$ cat src/rtl/fp_div_pkg.sv
// Shared types and constants for the single-precision divider issue path.
// State encoding and flag bit positions used by the controller and its users.
package fp_div_pkg;

    localparam int SP_W = 32;

    localparam int FLG_NAN  = 3;
    localparam int FLG_INF  = 2;
    localparam int FLG_ZERO = 1;
    localparam int FLG_SUB  = 0;

    typedef enum logic [1:0] {
        IDLE = 2'd0,
        WAIT = 2'd1,
        DONE = 2'd2
    } div_state_e;

endpackage

$ cat src/rtl/fp_div_issue_ctrl.sv
// Launches operand pairs into the SP divider, holds them for the fixed latency,
// then captures quotient/flags into a back-pressured output register.
module fp_div_issue_ctrl
    import fp_div_pkg::*;
#(
    parameter int DIV_LATENCY = 38
) (
    input  logic            clk,
    input  logic            rst_n,
    input  logic            in_valid,
    output logic            in_ready,
    input  logic [SP_W-1:0] in_op1,
    input  logic [SP_W-1:0] in_op2,
    output logic [SP_W-1:0] div_op1,
    output logic [SP_W-1:0] div_op2,
    input  logic [SP_W-1:0] div_quotient,
    input  logic            div_nan,
    input  logic            div_inf,
    input  logic            div_zero,
    input  logic            div_subnormal,
    output logic            out_valid,
    input  logic            out_ready,
    output logic [SP_W-1:0] out_quotient,
    output logic [3:0]      out_flags,
    output logic [3:0]      sticky_flags,
    input  logic            sticky_clr,
    output logic            busy
);

    localparam int CNT_W = $clog2(DIV_LATENCY + 1);

    div_state_e      state_q, state_d;
    logic [CNT_W-1:0] cnt_q, cnt_d;
    logic [SP_W-1:0] op1_q, op1_d;
    logic [SP_W-1:0] op2_q, op2_d;
    logic [SP_W-1:0] quot_q, quot_d;
    logic [3:0]      flags_q, flags_d;
    logic [3:0]      sticky_q, sticky_d;
    logic            ovalid_q, ovalid_d;
    logic            capture;
    logic [3:0]      new_flags;

    always_comb begin
        new_flags          = '0;
        new_flags[FLG_NAN]  = div_nan;
        new_flags[FLG_INF]  = div_inf;
        new_flags[FLG_ZERO] = div_zero;
        new_flags[FLG_SUB]  = div_subnormal;
    end

    always_comb begin
        state_d  = state_q;
        cnt_d    = cnt_q;
        op1_d    = op1_q;
        op2_d    = op2_q;
        quot_d   = quot_q;
        flags_d  = flags_q;
        ovalid_d = ovalid_q;
        capture  = 1'b0;
        unique case (state_q)
            IDLE: begin
                if (in_valid) begin
                    op1_d   = in_op1;
                    op2_d   = in_op2;
                    cnt_d   = CNT_W'(DIV_LATENCY - 1);
                    state_d = WAIT;
                end
            end
            WAIT: begin
                if (cnt_q != '0) begin
                    cnt_d = cnt_q - CNT_W'(1);
                end else begin
                    capture  = 1'b1;
                    quot_d   = div_quotient;
                    flags_d  = new_flags;
                    ovalid_d = 1'b1;
                    state_d  = DONE;
                end
            end
            DONE: begin
                if (out_ready) begin
                    ovalid_d = 1'b0;
                    state_d  = IDLE;
                end
            end
            default: state_d = IDLE;
        endcase
    end

    // A capture coinciding with a clear must still leave its flags behind.
    always_comb begin
        sticky_d = sticky_q;
        if (capture) begin
            sticky_d = (sticky_clr ? 4'b0 : sticky_q) | new_flags;
        end else if (sticky_clr) begin
            sticky_d = 4'b0;
        end
    end

    always_ff @(posedge clk or negedge rst_n) begin
        if (!rst_n) begin
            state_q  <= IDLE;
            cnt_q    <= '0;
            op1_q    <= '0;
            op2_q    <= '0;
            quot_q   <= '0;
            flags_q  <= '0;
            sticky_q <= '0;
            ovalid_q <= 1'b0;
        end else begin
            state_q  <= state_d;
            cnt_q    <= cnt_d;
            op1_q    <= op1_d;
            op2_q    <= op2_d;
            quot_q   <= quot_d;
            flags_q  <= flags_d;
            sticky_q <= sticky_d;
            ovalid_q <= ovalid_d;
        end
    end

    assign in_ready     = (state_q == IDLE);
    assign busy         = !in_ready;
    assign div_op1      = op1_q;
    assign div_op2      = op2_q;
    assign out_valid    = ovalid_q;
    assign out_quotient = quot_q;
    assign out_flags    = flags_q;
    assign sticky_flags = sticky_q;

endmodule

$ cat config.mk
export PLATFORM = sky130hd
export DESIGN_NAME = fp_div_issue_ctrl
export DESIGN_NICKNAME = d
export VERILOG_FILES = /design/src/rtl/fp_div_pkg.sv /design/src/rtl/fp_div_issue_ctrl.sv
export SDC_FILE = /design/constraint.sdc
export NUM_CORES = 1
export LEC_CHECK = 0
export ABC_CLOCK_PERIOD_IN_PS = 2300
export CORE_ASPECT_RATIO = 2
export CORE_UTILIZATION = 41
export CTS_CLUSTER_SIZE = 12
export DETAILED_ROUTE_END_ITERATION = 10
export PLACE_DENSITY = 0.8
export SLEW_MARGIN = 40
export SYNTH_ARGS = -nofsm -noshare
export SYNTH_HDL_FRONTEND = slang
export SYNTH_SLANG_ARGS = --single-unit
$ cat constraint.sdc
create_clock -name clk -period 2.3 [get_ports clk]
set_clock_uncertainty 0.05 [all_clocks]
set_input_delay 0.345 -clock clk [delete_from_list [all_inputs] [get_ports clk]]
set_output_delay 0.345 -clock clk [all_outputs]
set_load 0.01 [all_outputs]
# Word-level counts from Yosys, hierarchy flattened
# Index checks and enable logic that the tools add are counted.
# totals
reg_bits	113
latchBits	0
ram_bits	0
mem_bits_ro	0
out_inout_bits	107
memories	0
# classes
addsub	1
n_mul	0
div_mod_pow	0
n_lt_le_gt_ge	0
n_eq_ne	6
shift	0
mux	14
bitwise	2
reduce_logical	10
# op_table
op	n
two-way mux 6 bit	2
case mux 6 bit (2 select lines)	1
AND reduction 3 bit	3
two-way mux 4 bit	2
!= test 2 bit (second input constant)	4
two-way mux 2 bit	3
case mux 2 bit (3 select lines)	1
nonzero test 6 bit	1
subtractor 6 x 1 -> 6 bit (second input constant)	1
two-way mux 1 bit	4
bitwise OR 4 bit	1
AND reduction 2 bit	2
nonzero test 2 bit	2
equality test 2 x 1 -> 1 bit (second input constant)	1
equality test 2 bit (second input constant)	1
logical NOT 2 bit	1
case mux 1 bit (2 select lines)	1
logical NOT 1 bit	1
NOT 1 bit	1

# Logic depth before layout (Yosys ltp)
# Gate-level depths: netlist (run 1).
# logic_depth
word_depth	4
depth_mapped	6
mapped_depth_nobuf	5

# Worst setup path before layout (run 1)
# No wires, ideal clock.
# synth_timing
path_type	register to register
from	register cnt_q[0]
to	register quot_q[26] (netlist: out_quotient[26])
setup_time_ns	0.125
arrival_ns	1.501
required_time_ns	2.125
slack_ns	0.624
stages_incl_launch_ff	7
path_buffers	1
period_less_slack_ns	1.676
path_cell_list	dfrtp_1 > inv_1 > ha_1 > nor2b_1 > nand3_4 > buf_6 > mux2_4
# synth_via
elab_chain_len	3
# synth_lines
element	line	rtl
start, declared	fp_div_issue_ctrl.sv:33	logic [CNT_W-1:0] cnt_q, cnt_d;
start signal, assigned	fp_div_issue_ctrl.sv:112	cnt_q <= cnt_d;
nonzero test 6 bit	fp_div_issue_ctrl.sv:70	if (cnt_q != '0) begin
NOT 1 bit (no line)	--	
AND reduction 2 bit (no line)	--	
end signal, assigned	fp_div_issue_ctrl.sv:115	quot_q <= quot_d;
end, declared	fp_div_issue_ctrl.sv:36	logic [SP_W-1:0] quot_q, quot_d;
# Every way passes these cells.
# A chain may end at the register's enable or synchronous reset.

# Worst setup path after layout (run 1)
# layout_timing
from	register state_q[0]
to	output in_ready
# layout_via
elab_chain_len	1
# layout_lines
element	line	rtl
start, declared	fp_div_issue_ctrl.sv:32	div_state_e state_q, state_d;
start signal, assigned	fp_div_issue_ctrl.sv:111	state_q <= state_d;
logical NOT 2 bit	fp_div_issue_ctrl.sv:122	assign in_ready = (state_q == IDLE);
end, declared	fp_div_issue_ctrl.sv:11	output logic in_ready,
# Every way passes these cells.

==> run metrics, run 1 <==
via/cell ratio=4.90; Slew HR=65.8%; setup TNS=0 ns; leakage power=0.00305 uW; Post-DRT Antenna Nets=0; Highest Signal Layer=met4; reg2reg setup slack=0.28 ns; fin crit share=89.4%; Power Density=1380 nW/um2; Seq cells post-synth=roughly 110; Synth Area per Inst=around 16 um2; port bufs=211; Critical R2R Launch=cnt_q[1]$_DFFE_PN0P_; class of the worst hold path=flop to flop; gr usage total=22.1%; cells along the critical path=buf_4 -> nor2_1 -> clkdlybuf4s50_1; DRT iter0 DRCs=roughly 110; Critical-path top delay cell=clkdlybuf4s50_1; max cap viols=0; Hold Crit Endpoint=div_op2[29]$_DFFE_PN0P_; CP peak stage delay=0.57 ns; outcome=finished, final reports clean; CP top delay family=buffers and inverters; HPWL Detailed=8710 um; Synth Instances=281; vias in the first global route=about 3500; worst-skew pair later-pin latency=between 0.3 and 0.4 ns; Worst Path Max Fanout=10; core area=between 10000 and 15000 um2; Hold Startpoint=div_op2[29]$_DFFE_PN0P_; Worst Path Buf+Inv=2; most common cell after layout, fill and taps aside=clkdlybuf4s50_1; Setup Viol. Count Final=0; Slew Viols, Final=0; DRC violations left=0; full die area=11300 um2; Least-Margin Pin Slew=0.513 ns; hold depth=1; CP Launch Type=flop; Crit Path Category=flop to output port; Post-Syn Area=4440 um2; met2 WL=6970 um; Antenna Cells=0; Wirelength per Cell=18.0 um; CTS Buf Count=17; Detailed Route WL=11800 um; total number of vias=3198; RSZ-0062 raised after global routing=false; met1 WL=3890 um; area grow syn2layout=63.6%; gpl congestion=0.751; CP Capture Type=output port; Synth Net Count=slightly below 400; Max Freq=0.486 GHz; Filler cells=761; initial antenna violation count=0; layout cells sized above 1=23.6%; RR Endpoint=out_quotient[8]$_DFFE_PN0N_; Arr. time, crit path=1.66 ns; yosys warns=0; remaining global-route overflow=0; Tmin final=2.06 ns; largest net degree at the start of global routing=69; CTS root buffer=clkbuf_16; maximum vdd drop=0.872 mV; R2R depth=6; TritonRoute pass-1 iters=4; clk sink count=113; most frequent cells in the layout=clkdlybuf4s50_1 (210), dfrtp_1 (113), mux2_2 (79), mux2_1 (18), clkbuf_16 (17); I/O pin total=212; placed cell count=622; CTS tree=built; clock-pin slew on the worst setup and hold paths=0.05 ns; cell row count=53; Initial Util=42.1%; Die Width=roughly 76 um; met3 wire length=~440 um; post-synthesis cell type count=33; first-pass GRT wire length=between 15000 and 20000 um; Bufs on Longest Clock Path=2; Req. time, crit path=roughly 1.9 ns; sequential area share after synthesis=63.6%; setup bufs post-CTS=0; Post-Layout Cell Count=653; final hold vios=0; htree depth=4; Die Ht=149 um; NumNets Final=613
==> sequential cells by signal (all words and copies together) (netlist names) <==
name and count:
div_op1 32, out_flags 4, out_quotient 32, state_q 2, sticky_flags 4, out_valid 1
div_op2 32, cnt_q 6
==> area by class of cell <==
type / count / area [um2] / share of cell area, %
flip-flops and latches: 113 / 2830 / 38.9
repair buffers: 218 / 2200 / 30.3
multi-input cells: 144 / 1480 / 20.3
clock buffers: 23 / 488 / 6.71
well taps: 137 / 171 / 2.36
clock inverters: 6 / 57.6 / 0.792
inverters: 12 / 45.0 / 0.620
==> per-stage QoR <==
step | total power, uW | worst slack (ns) | area (um2) | hold WS (ns) | util, %
6_report | 10000 | 0.244 | 7270 | 0.430 | 68.9
5_1_grt | 10600 | 0.137 | 7270 | 0.448 | 68.9
4_1_cts | 10100 | 0.118 | 7260 | 0.435 | 68.8
3_5_place_dp | 7680 | 0.196 | 6700 | 0.304 | 63.6
3_3_place_gp | 7540 | 0.286 | 6700 | 0.300 | 63.6
2_1_floorplan | 5220 | 0.624 | 4440 | -0.000591 | -
==> how the worst max path moves through the flow <==
stage	depth (start not counted)	endpoint	slack (ns)	from
2_1_floorplan	6	out_quotient[26]$_DFFE_PN0N_	0.62	cnt_q[0]$_DFFE_PN0P_
3_3_place_gp	6	out_quotient[9]$_DFFE_PN0N_	0.29	cnt_q[0]$_DFFE_PN0P_
3_5_place_dp	6	out_quotient[8]$_DFFE_PN0N_	0.20	cnt_q[0]$_DFFE_PN0P_
4_1_cts	6	out_quotient[8]$_DFFE_PN0N_	0.12	cnt_q[0]$_DFFE_PN0P_
5_1_grt	2	in_ready	0.14	state_q[1]$_DFFE_PN0P_
6_report	3	in_ready	0.24	state_q[0]$_DFFE_PN0P_
==> metal layers <==
| metal | vias up | track usage [%] |
|---|---|---|
| li1 | 1443 | - |
| met1 | 1610 | 21.2 |
| met2 | 116 | 40.7 |
| met3 | 29 | 5.20 |
| met4 | 0 | 12.3 |
| met5 | - | 0 |
==> cells in the mapped netlist (all sizes together) <==
cell type,count,area [um2]
a311o,1,10.0
ha,2,25.0
o21bai,1,7.51
a21oi,1,5.00
nand4,3,18.8
o211ai,2,15.0
nor4b,1,8.76
a21boi,1,7.51
nand2b,4,25.0
o41ai,1,8.76
or3,1,6.26
o311ai,1,8.76
nor3b,1,18.8
o22ai,4,25.0
buf,13,105
dfrtp,113,2830
o311a,1,10.0
nand2,2,7.51
nor2b,2,15.0
inv,12,45.0
mux2i,3,30.0
o21ai,1,5.00
nand3,1,17.5
nor2,6,22.5
nor3,2,21.3
mux2,100,1140
o22a,1,8.76
==> what timing repair did <==
action / 4_1_cts / 5_1_grt
hold endpoints to repair: 36 / 0
hold buffers: 1 / 0
resized for setup: 0 / 1
setup endpoints to repair: 0 / 16
==> logic make-up (layout without fill, tap and decap cells) <==
| group | after synthesis | count (layout) | synth area share [%] |
|---|---|---|---|
| adder cells (fa/ha/maj) | 2 | 2 | 0.563 |
| multiplexers | 103 | 103 | 26.3 |
| AND/OR/NAND/NOR | 23 | 24 | 3.63 |
| AO/OA/AOI/OAI | 15 | 15 | 2.51 |
| flip-flops | 113 | 113 | 63.6 |
| buffers and inverters | 25 | 259 | 3.38 |
==> power by group <==
part	internal [uW]	switching, uW	total, uW
Combinational	2600	1520	4120
Clock	1570	819	2390
Sequential	2970	554	3530
Total	7140	2890	10000
Power figures use the tool's default switching activity.
==> run 2, diff against run 1 <==
--- a/config.mk
+++ b/config.mk
@@ -5,12 +5,14 @@
 export SDC_FILE = /design/constraint.sdc
 export NUM_CORES = 1
 export LEC_CHECK = 0
-export ABC_CLOCK_PERIOD_IN_PS = 2300
+export ABC_CLOCK_PERIOD_IN_PS = 2450
+export CELL_PAD_IN_SITES_DETAIL_PLACEMENT = 0
+export CELL_PAD_IN_SITES_GLOBAL_PLACEMENT = 2
 export CORE_ASPECT_RATIO = 2
-export CORE_UTILIZATION = 41
+export CORE_UTILIZATION = 28
 export CTS_CLUSTER_SIZE = 12
 export DETAILED_ROUTE_END_ITERATION = 10
-export PLACE_DENSITY = 0.8
+export PLACE_DENSITY = 0.85
 export SLEW_MARGIN = 40
 export SYNTH_ARGS = -nofsm -noshare
 export SYNTH_HDL_FRONTEND = slang
==> constraint.sdc (replaced) <==
create_clock -name clk -period 2.45 [get_ports clk]
set_clock_uncertainty 0.05 [all_clocks]
set_input_delay 0.3675 -clock clk [delete_from_list [all_inputs] [get_ports clk]]
set_output_delay 0.3675 -clock clk [all_outputs]
set_load 0.01 [all_outputs]
==> run metrics, run 2 (synthesis gave the netlist of run 1 again) <==
outcome=finished, final reports clean; first-pass GRT wire length=18700 um (+5.8%); Arr. time, crit path=2.36 ns (+0.70 ns); layout cells sized above 1=23.2% (-0.49 points); setup TNS=0 ns (unchanged); max cap viols=0 (unchanged); Place WS=0.307 ns (+0.111 ns); remaining global-route overflow=0 (unchanged); Initial Util=28.9% (-13 points); Filler cells=1413 (+86%); worst-skew pair later-pin latency=0.41 ns (+0.02 ns); Slew HR=74.7% (+8.9 points); Bufs on Longest Clock Path=2 (unchanged); Power Density=1280 nW/um2 (-7.5%); HPWL Detailed=8770 um (+0.69%); placed cell count=682 (+9.6%); TritonRoute pass-1 iters=4 (unchanged); setup ws final=0.324 ns (+0.0795 ns); DRT iter0 DRCs=47 (-58%); via/cell ratio=4.38 (-11%); Antenna Cells=0 (unchanged); htree depth=4 (unchanged); CP Launch Type=flop; leakage power=0.00305 uW (about the same); RSZ-0062 raised after global routing=false; CP Capture Type=flop; gr usage total=15.1% (-7.0 points); post-cts resize count=0 (unchanged); cell row count=64 (+21%); Max Freq=0.470 GHz; I/O pin total=212 (unchanged); Detailed Route WL=11600 um (-1.9%); clock-pin slew on the worst setup and hold paths=0.05 ns (about the same); total number of vias=3120 (-2.4%); area grow syn2layout=65.2%; Post-DRT Antenna Nets=0 (unchanged); maximum vdd drop=0.548 mV (-37%); most common cell after layout, fill and taps aside=clkdlybuf4s50_1; fin crit share=86.8%; Total Power=9370 uW (-6.6%); class of the worst hold path=input pin to async pin; Die Ht=180 um (+21%); most frequent cells in the layout=clkdlybuf4s50_1 (210), dfrtp_1 (113), mux2_2 (79), mux2_1 (18), clkbuf_16 (17); CTS Buf Count=17 (unchanged); Req. time, crit path=2.68 ns (+0.78 ns); Die Width=91.1 um (+20%); initial antenna violation count=0 (unchanged); full die area=16400 um2 (+45%); gpl congestion=0.734 (-2.3%); Least-Margin Pin Slew=0.380 ns (-0.134 ns); largest net degree at the start of global routing=69 (unchanged); Tmin final=2.13 ns; hold slack=0.362 ns (-0.0684 ns); Crit Path Category=flop to flop; setup bufs post-CTS=0 (unchanged); final hold vios=0 (unchanged); port bufs=211 (unchanged); Slew Viols, Final=0 (unchanged); vias in the first global route=3542 (+2.5%); CTS tree=built; NumNets Final=611 (-0.33%); core area=15400 um2 (+46%); Worst Path Max Fanout=23 (+13); Wirelength per Cell=16.2 um (-10%); Setup Viol. Count Final=0 (unchanged); CTS root buffer=clkbuf_16; DRC violations left=0 (unchanged); Post-Layout Cell Count=712 (+9.0%); clk sink count=113 (unchanged)
-- run 2: layer usage --
metal	part of all wire [%]	track usage (%)
met5	0	0
met2	61	29.3
met1	31	13.7
met3	4.2	3.50
met4	3.6	9.21
-- run 2: cell type report --
class,count,area [um2],area share (%)
well taps,198,248,3.38
clock inverters,6,57.6,0.784
repair buffers,217,2210,30.1
flip-flops and latches,113,2830,38.5
inverters,12,45.0,0.614
clock buffers,23,488,6.65
multi-input cells,143,1470,20.0
-- run 2: what timing repair did --
item / 4_1_cts / 5_1_grt
endpoints found under the hold margin: 21 / 0
setup endpoints to repair: 0 / 0
hold buffers: 1 / 0
-- run 2: per-stage QoR --
stage / area [um2] / util (%)
2_1_floorplan: 4440 / -
3_3_place_gp: 6780 / 44.1
3_5_place_dp: 6780 / 44.1
4_1_cts: 7340 / 47.7
5_1_grt: 7340 / 47.7
6_report: 7340 / 47.7
-- run 2: worst paths after layout --
check / from / endpoint / slack, ns / cells past startpoint
worst max register to register: cnt_q[0]$_DFFE_PN0P_ / out_quotient[0]$_DFFE_PN0N_ / 0.32 / 6
worst min register to register: div_op1[1]$_DFFE_PN0P_ / div_op1[1]$_DFFE_PN0P_ / 0.43 / 1
worst max-delay path: cnt_q[0]$_DFFE_PN0P_ / out_quotient[0]$_DFFE_PN0N_ / 0.32 / 6
min in group clk: div_op1[1]$_DFFE_PN0P_ / div_op1[1]$_DFFE_PN0P_ / 0.43 / 1
max in group asynchronous: rst_n / out_quotient[13]$_DFFE_PN0N_ / 1.42 / 3
worst min-delay path: rst_n / div_op2[15]$_DFFE_PN0P_ / 0.36 / 2
-- run 2: report_power, final --
group	internal (uW)	total (uW)	switching, uW
Combinational	2430	3830	1400
Clock	1470	2250	781
Sequential	2790	3290	496
Total	6700	9370	2670
-- run 2: worst max-delay path: stages (launching register included) --
cell	delay (ns)
dfrtp_1	0.39
inv_1	0.15
ha_1	0.20
nor2b_1	0.30
nand3_4	0.36
buf_12	0.29
mux2_2	0.27
